`src/rtl/pipe_ctrl.sv`:
```
// pipe_ctrl: pipeline sequencing controller for the five-stage core.
// Merges decode and execute stall requests into the per-stage hold vector,
// owns the exception flush/redirect path, and counts stalled cycles.
module pipe_ctrl #(
  parameter int EX_CNT_W = 6,
  parameter int PERF_W   = 32
) (
  input  logic                clk,
  input  logic                rst,
  input  logic                stallreq_id_i,
  input  logic                ex_start_i,
  input  logic [EX_CNT_W-1:0] ex_cycles_i,
  input  logic                flush_i,
  input  logic [31:0]         flush_pc_i,
  output logic [5:0]          stall_o,
  output logic                flush_o,
  output logic [31:0]         new_pc_o,
  output logic                ex_busy_o,
  output logic                ex_last_o,
  output logic [PERF_W-1:0]   stall_cycles_o
);

  typedef enum logic [1:0] {
    RUN     = 2'd0,
    EX_BUSY = 2'd1,
    FLUSH   = 2'd2
  } state_t;

  // Hold patterns: decode bubble freezes PC/IF/ID, execute stall adds EX.
  localparam logic [5:0] HOLD_ID = 6'b000111;
  localparam logic [5:0] HOLD_EX = 6'b001111;

  localparam logic [EX_CNT_W-1:0] CNT_ONE = EX_CNT_W'(1);

  state_t              state, state_nx;
  logic [EX_CNT_W-1:0] cnt, cnt_nx;

  // Saturating increment: the counter sticks at all-ones instead of wrapping.
  function automatic logic [PERF_W-1:0] sat_inc(input logic [PERF_W-1:0] v);
    if (&v) return v;
    return v + PERF_W'(1);
  endfunction

  // Next-state, countdown and combinational stall/last outputs.
  always_comb begin
    state_nx  = state;
    cnt_nx    = cnt;
    stall_o   = 6'b000000;
    ex_last_o = 1'b0;
    if (!rst) begin
      case (state)
        RUN: begin
          if (flush_i) begin
            state_nx = FLUSH;
            cnt_nx   = '0;
          end else if (ex_start_i && (ex_cycles_i != '0)) begin
            stall_o = HOLD_EX;
            if (ex_cycles_i == CNT_ONE) begin
              // Single-cycle hold: the start cycle is also the last one.
              ex_last_o = 1'b1;
            end else begin
              // The start cycle already counts as one held cycle.
              cnt_nx   = ex_cycles_i - CNT_ONE;
              state_nx = EX_BUSY;
            end
          end else if (stallreq_id_i) begin
            stall_o = HOLD_ID;
          end
        end
        EX_BUSY: begin
          if (flush_i) begin
            // Exception aborts the multi-cycle op; EX never writes back.
            state_nx = FLUSH;
            cnt_nx   = '0;
          end else begin
            stall_o = HOLD_EX;
            cnt_nx  = cnt - CNT_ONE;
            if (cnt <= CNT_ONE) begin
              ex_last_o = 1'b1;
              state_nx  = RUN;
            end
          end
        end
        FLUSH: begin
          // A back-to-back flush extends the flush by one more cycle.
          state_nx = flush_i ? FLUSH : RUN;
          cnt_nx   = '0;
        end
        default: begin
          state_nx = RUN;
          cnt_nx   = '0;
        end
      endcase
    end
  end

  // State, countdown and registered flush/redirect/busy outputs.
  always_ff @(posedge clk) begin
    if (rst) begin
      state     <= RUN;
      cnt       <= '0;
      flush_o   <= 1'b0;
      new_pc_o  <= 32'h0;
      ex_busy_o <= 1'b0;
    end else begin
      state     <= state_nx;
      cnt       <= cnt_nx;
      flush_o   <= (state_nx == FLUSH);
      ex_busy_o <= (state_nx == EX_BUSY);
      if (flush_i) new_pc_o <= flush_pc_i;
    end
  end

  // Performance counter of cycles in which any stage was held.
  always_ff @(posedge clk) begin
    if (rst) begin
      stall_cycles_o <= '0;
    end else if (stall_o != 6'b000000) begin
      stall_cycles_o <= sat_inc(stall_cycles_o);
    end
  end

endmodule
```
`config.mk`:
```
export PLATFORM = sky130hd
export DESIGN_NAME = pipe_ctrl
export DESIGN_NICKNAME = d
export VERILOG_FILES = /design/src/rtl/pipe_ctrl.sv
export SDC_FILE = /design/constraint.sdc
export NUM_CORES = 1
export LEC_CHECK = 0
export CORE_MARGIN = 5
export CORE_UTILIZATION = 30
export DETAILED_ROUTE_END_ITERATION = 7
export GPL_TIMING_DRIVEN = 0
export PLACE_DENSITY = 0.55
export SLEW_MARGIN = 20
export SYNTH_ARGS = -nofsm -noshare
export SYNTH_HDL_FRONTEND = slang
export SYNTH_SLANG_ARGS = --single-unit
```
`constraint.sdc`:
```
create_clock -name clk -period 1.7 [get_ports clk]
set_input_delay 0.255 -clock clk [delete_from_list [all_inputs] [get_ports clk]]
set_output_delay 0.255 -clock clk [all_outputs]
set_load 0.02 [all_outputs]
```
Word level (Yosys, flattened, before mapping)

Index checks and enable logic that the tools add are counted.

Reductions and logical operators: 7
Magnitude comparators: 1
Muxes and demuxes: 30
Equal/unequal tests: 8
$add $sub $neg: 3

Operators by type and width:

| kind                                                                              | number |
|---|---|
| 32-bit by 1-bit adder with 32-bit output (second input constant)                  | 1 |
| 32-bit 2-to-1 mux                                                                 | 1 |
| 32-bit AND reduction                                                              | 1 |
| 6-bit 2-to-1 mux                                                                  | 4 |
| 4-bit 2-to-1 mux                                                                  | 4 |
| 2-bit 2-to-1 mux                                                                  | 7 |
| 6-bit case mux with 2 select lines                                                | 1 |
| 6-bit nonzero test                                                                | 2 |
| 6-bit by 1-bit subtractor with 6-bit output (second input constant)               | 2 |
| 1-bit 2-to-1 mux                                                                  | 9 |
| 4-bit case mux with 2 select lines                                                | 1 |
| 6-bit by 1-bit equality test with 1-bit output (second input constant)            | 1 |
| 6-bit by 1-bit less-or-equal comparator with 1-bit output (second input constant) | 1 |
| 3-bit != test (second input constant)                                             | 2 |
| 2-bit case mux with 3 select lines                                                | 1 |
| 2-bit by 1-bit equality test with 1-bit output (second input constant)            | 2 |
| 2-bit equality test (second input constant)                                       | 2 |
| 2-bit AND reduction                                                               | 2 |
| 3-bit 2-to-1 mux                                                                  | 1 |
| 2-bit logical NOT                                                                 | 1 |
| 2-bit != test (second input constant)                                             | 1 |
| 1-bit case mux with 2 select lines                                                | 1 |
| 1-bit logical AND                                                                 | 1 |

Word-level logic and storage cells: 55
Input port bits: 43
Output and inout port bits: 73
Flip-flop bits (word level): 74

Longest topological paths before layout

Word-level depth: 11
Depth in mapped cells: 9
Gate-level depth less buffers: 7

Worst setup path after synthesis

Ideal clock, no wire load.

Kind: reg-to-reg
Start point: register stall_cycles_o[0]
End point: register stall_cycles_o[16]
Library setup time: 0.121 ns
Required time: 1.579 ns
Arrival time: 1.858 ns
Path slack: -0.278 ns
Cell stages (with the launch flop): 7
Buffers on the path: 0
Period minus slack after synthesis: 1.978 ns
Path through: dfxtp_1 -> ha_1 -> nand2_1 -> nor3_1 -> nand3_1 -> nor4_1 -> mux2_2

Word-level cells in the longest chain between the ends: 6
Elaborated cells on any way between the ends: 8
Those cells by class: add/sub (1); eq/ne (1); mux (4); reduce/logical (2)

Ends and longest elaborated chain:

| what                                                                             | RTL line | source |
|---|---|---|
| start: declaration                                                               | 20       | `output logic [PERF_W-1:0] stall_cycles_o` |
| start signal: assignment                                                         | 119      | `stall_cycles_o <= sat_inc(stall_cycles_o);` |
| branches (longest 6 deep; another with 32-bit by 1-bit adder with 32-bit output) | -        |  |

Several ways; the timed one is not identified. The select of a mux whose other input is x is not followed.
A chain may end at the register's enable or synchronous reset.

Worst setup path after layout

Start point: register state[1]
End point: output stall_o[2]

Word-level cells in the longest chain between the ends: 3
Elaborated cells on any way between the ends: 4
Those cells by class: eq/ne (1); mux (2); reduce/logical (1)

Ends and longest elaborated chain:

| what                                                                                | RTL line | source |
|---|---|---|
| start: declaration                                                                  | 35       | `state_t state, state_nx;` |
| start signal: assignment                                                            | 106      | `state <= state_nx;` |
| 2-bit by 1-bit equality test with 1-bit output or 2-bit logical NOT (tied branches) | 51       | `case (state)` |
| 4-bit case mux with 2 select lines *                                                | 51       |  |
| 4-bit 2-to-1 mux *                                                                  | 50       | `if (!rst) begin` |
| end: declaration                                                                    | 15       | `output logic [5:0] stall_o,` |

Every way passes the cells marked *; elsewhere a longest branch is shown, timed or not.

==> summary.md <==
| Metric | Value |
|---|---|
| Status | complete, but fails checks |
| Violated checks | setup timing |
| Leakage | 2.48 nW |
| Starting DRT DRC Count | 160 |
| Worst Hold Class | in2reg |
| Layout cells sized above 1 | 33.9% |
| Area delta synth->final | 73.9% |
| Unrepaired setup endpoints after global routing | yes |
| Register area share after synthesis | 41.2% |
| Placed Cells | 657 |
| Reg2reg path depth | 8 |
| Total wire length | 11900 um |
| Vias in the first global route | 3882 |
| Clk_skew | 0.00641 ns |
| Vias per cell | 5.12 |
| Die Y | 120 um |
| Crit path required time | 1.44 ns |
| Diodes inserted | 0 |
| Initial Utilization | 30.3% |
| Avg Inst Size Synth | 9.08 um^2 |
| Register-to-register setup slack | -0.11 ns |
| Reg2reg start | stall_cycles_o[0]$_SDFFE_PP0P_ |
| Row cnt | 40 |
| FMAX | 0.547 GHz |
| WHS Endpoint | cnt[3]$_SDFFE_PP0P_ |
| H-Tree Depth | 3 |
| Die X | 120 um |
| Maximum root-to-sink buffer count | 2 |
| RePlAce Congestion | 0.818 |
| Hold path cells | 4 |
| Ys async rst share | 0% |
| Min cycle time layout | 1.83 ns |
| CTS buffer count | 9 |
| FF-to-FF End | stall_cycles_o[27]$_SDFFE_PP0P_ |
| Cell Area, Synth | 3600 um^2 |
| Seq. cell area | 1570 um^2 |
| Worst VDD drop | 545 uV |
| Core ar. | 11900 um^2 |
| Routed WL per cell | 16.3 um |
| IO Pins | 116 |
| Total design power | 0.00432 W |
| Tcrit/Tclk final | 107% |
| Yosys reg bits | 74 |
| First-pass GRT wire length | 19400 um |
| Worst setup margin | -0.127 ns |
| Area of the multi-input gates | 2310 um^2 |
| Clk root buf | clkbuf_16 |
| DP HPWL | 7940 um |
| Worst EP arrival | 1.57 ns |
| Layout Utilization | 52.7% |
| Min Hold Slack | 0.400 ns |
| Clk slew on worst S/H paths | 0.06 ns |
| Worst-Skew Late Latency | 0.34 ns |
| Hold Violations, Final | 0 |
| Synth warn | 0 |
| Clock sink total | 74 |
| Worst-margin pin slew | 0.699 ns |
| Fin. max-slew vios | 0 |
| PD cells | 691 nW/um^2 |
| DRT Pass-1 Iters | 6 |
| Layout Nets | 625 |
| CP Launch Type | register |
| Crit end category | primary output |
| Max Cap Viol | 0 |
| I/O Buffers | 113 |
| Post-route DRC violation count | 0 |
| Hold path startpoint | ex_cycles_i[3] |
| Cell variety after synth | 51 |
| Overflow left after global routing | 0 |
| Via count | 3728 |
| Crit Path Category | reg2out |
| Routed Antenna Nets | 0 |
| Final setup viols | 29 |
| Largest net degree at the start of global routing | 15 |
| Post-synth EDFFs | 0 |
| CTS tree | built |
| Fill count | 1090 |
| Slew margin rel. | 53.4% |
| Final Instance Count excl. Fillers | 728 |
| Die ar. | 14300 um^2 |
| Worst Path Max Fanout | 4 |
| Initial antenna violation count | 0 |
| Total GRT Usage | 16.6% |
| Main synth FF type | dfxtp_1 |
| Post-synthesis cell count | 396 |
## cells by family (layout without fill, tap and decap cells)
| family | after synthesis | count (layout) | synth area share, % |
|---|---|---|---|
| XOR/XNOR | 8 | 8 | 1.95 |
| adder cells (fa/ha/maj) | 6 | 6 | 2.09 |
| buffers and inverters | 36 | 220 | 5.15 |
| AO/OA/AOI/OAI | 69 | 69 | 13.2 |
| multiplexers | 39 | 39 | 11.0 |
| other | 1 | 2 | 0.104 |
| flip-flops | 74 | 74 | 41.2 |
| AND/OR/NAND/NOR | 163 | 163 | 25.3 |
## cell usage after synthesis, types with 3 or more instances
cell       number  area share, %
inv_1           9           0.94
and3_1          3           0.52
o2111ai_1       4           0.97
nor2b_1         5           0.87
mux2_2          5            1.6
dfxtp_1        74             41
o21ai_0         9            1.3
nand2_1        26            2.7
xnor2_1         6            1.5
buf_6           3           0.94
buf_2           7           0.97
nor3_1          6           0.83
nor2_1         50            5.2
o31ai_1        14            2.9
and3b_1         3           0.73
or3_1           7            1.2
nor4_4          3            1.8
clkbuf_1        6           0.63
buf_4           5            1.0
nand4_1        12            2.1
nor4_1          6            1.0
nand3b_1        3           0.63
or4_1          14            2.9
nand3_1        16            2.2
a21oi_1        27            3.8
buf_1           6           0.63
mux2i_1        34            9.5
ha_1            6            2.1
## per-layer routing
| metal | track usage [%] | part of all wire [%] |
|---|---|---|
| met5 | 0 | 0 |
| met4 | 5.37 | 1.0 |
| met3 | 6.36 | 8.0 |
| met2 | 27.5 | 48 |
| met1 | 19.7 | 43 |
## cells in the final DEF (no fill, tap or decap), drive strengths merged, types with 16 or more instances in the layout
cell type | synthesis | layout
a21oi | 27 | 27
buf | 21 | 85
clkbuf | 6 | 16
clkdlybuf4s50 | 0 | 87
dfxtp | 74 | 74
mux2i | 34 | 34
nand2 | 26 | 26
nand3 | 17 | 17
nor2 | 50 | 50
## sequential cells by signal, summed over array words and instances, names as in the netlist
register / cells
new_pc_o: 32
cnt: 6
stall_cycles_o: 32
flush_o: 1
ex_busy_o: 1
state: 2
## what timing repair did
action | 4_1_cts | 5_1_grt
hold buffers | 0 | 0
endpoints found under the setup margin | 75 | 70
resized for setup | 136 | 42
gates cloned | 3 | 0
buffers inserted | 46 | 7
pin swaps | 44 | 21
## worst max-delay path, stage by stage, from the launching register on
cell	delay, ns
dfxtp_4	0.35
nor3_4	0.16
o31a_4	0.19
nand2_2	0.06
buf_6	0.12
buf_8	0.12
inv_8	0.05
buf_6	0.08
buf_6	0.10
## power by group
part / internal [W] / total [W] / switching (W)
clock network: 0.00109 / 0.00189 / 0.000805
logic: 0.000319 / 0.000622 / 0.000303
registers: 0.00177 / 0.00180 / 0.0000390
total: 0.00317 / 0.00432 / 0.00115
## worst max path at each step
stage,from,to,slack [ns],cells past startpoint
global route,state[1]$_SDFF_PP0_,stall_o[2],-0.21,8
floorplan,stall_cycles_o[2]$_SDFFE_PP0P_,stall_cycles_o[17]$_SDFFE_PP0P_,-0.05,6
finish,state[1]$_SDFF_PP0_,stall_o[2],-0.13,8
global placement,ex_cycles_i[3],stall_o[2],-1.32,9
detailed placement,ex_cycles_i[3],stall_o[2],-1.34,9
CTS,state[1]$_SDFF_PP0_,stall_o[2],-0.14,8
## layout make-up
class                   instances  area share, %
plain buffers                  26           3.48
clock buffers                  10           4.00
clock inverters                 6          0.720
inverters                       9          0.660
multi-input cells             287           37.0
flip-flops and latches         74           25.2
well taps                     147           2.94
repair buffers                169           26.1
## per-stage QoR
stage | cell area, um^2 | TNS [ns] | worst slack, ns
3_3_place_gp | 5100 | -51.95 | -1.32
3_5_place_dp | 5100 | -54.59 | -1.34
5_1_grt | 6260 | -4.64 | -0.215
2_1_floorplan | 3790 | -0.214 | -0.0505
4_1_cts | 6090 | -1.78 | -0.144
6_report | 6260 | -1.83 | -0.127
Power figures use the tool's default switching activity.
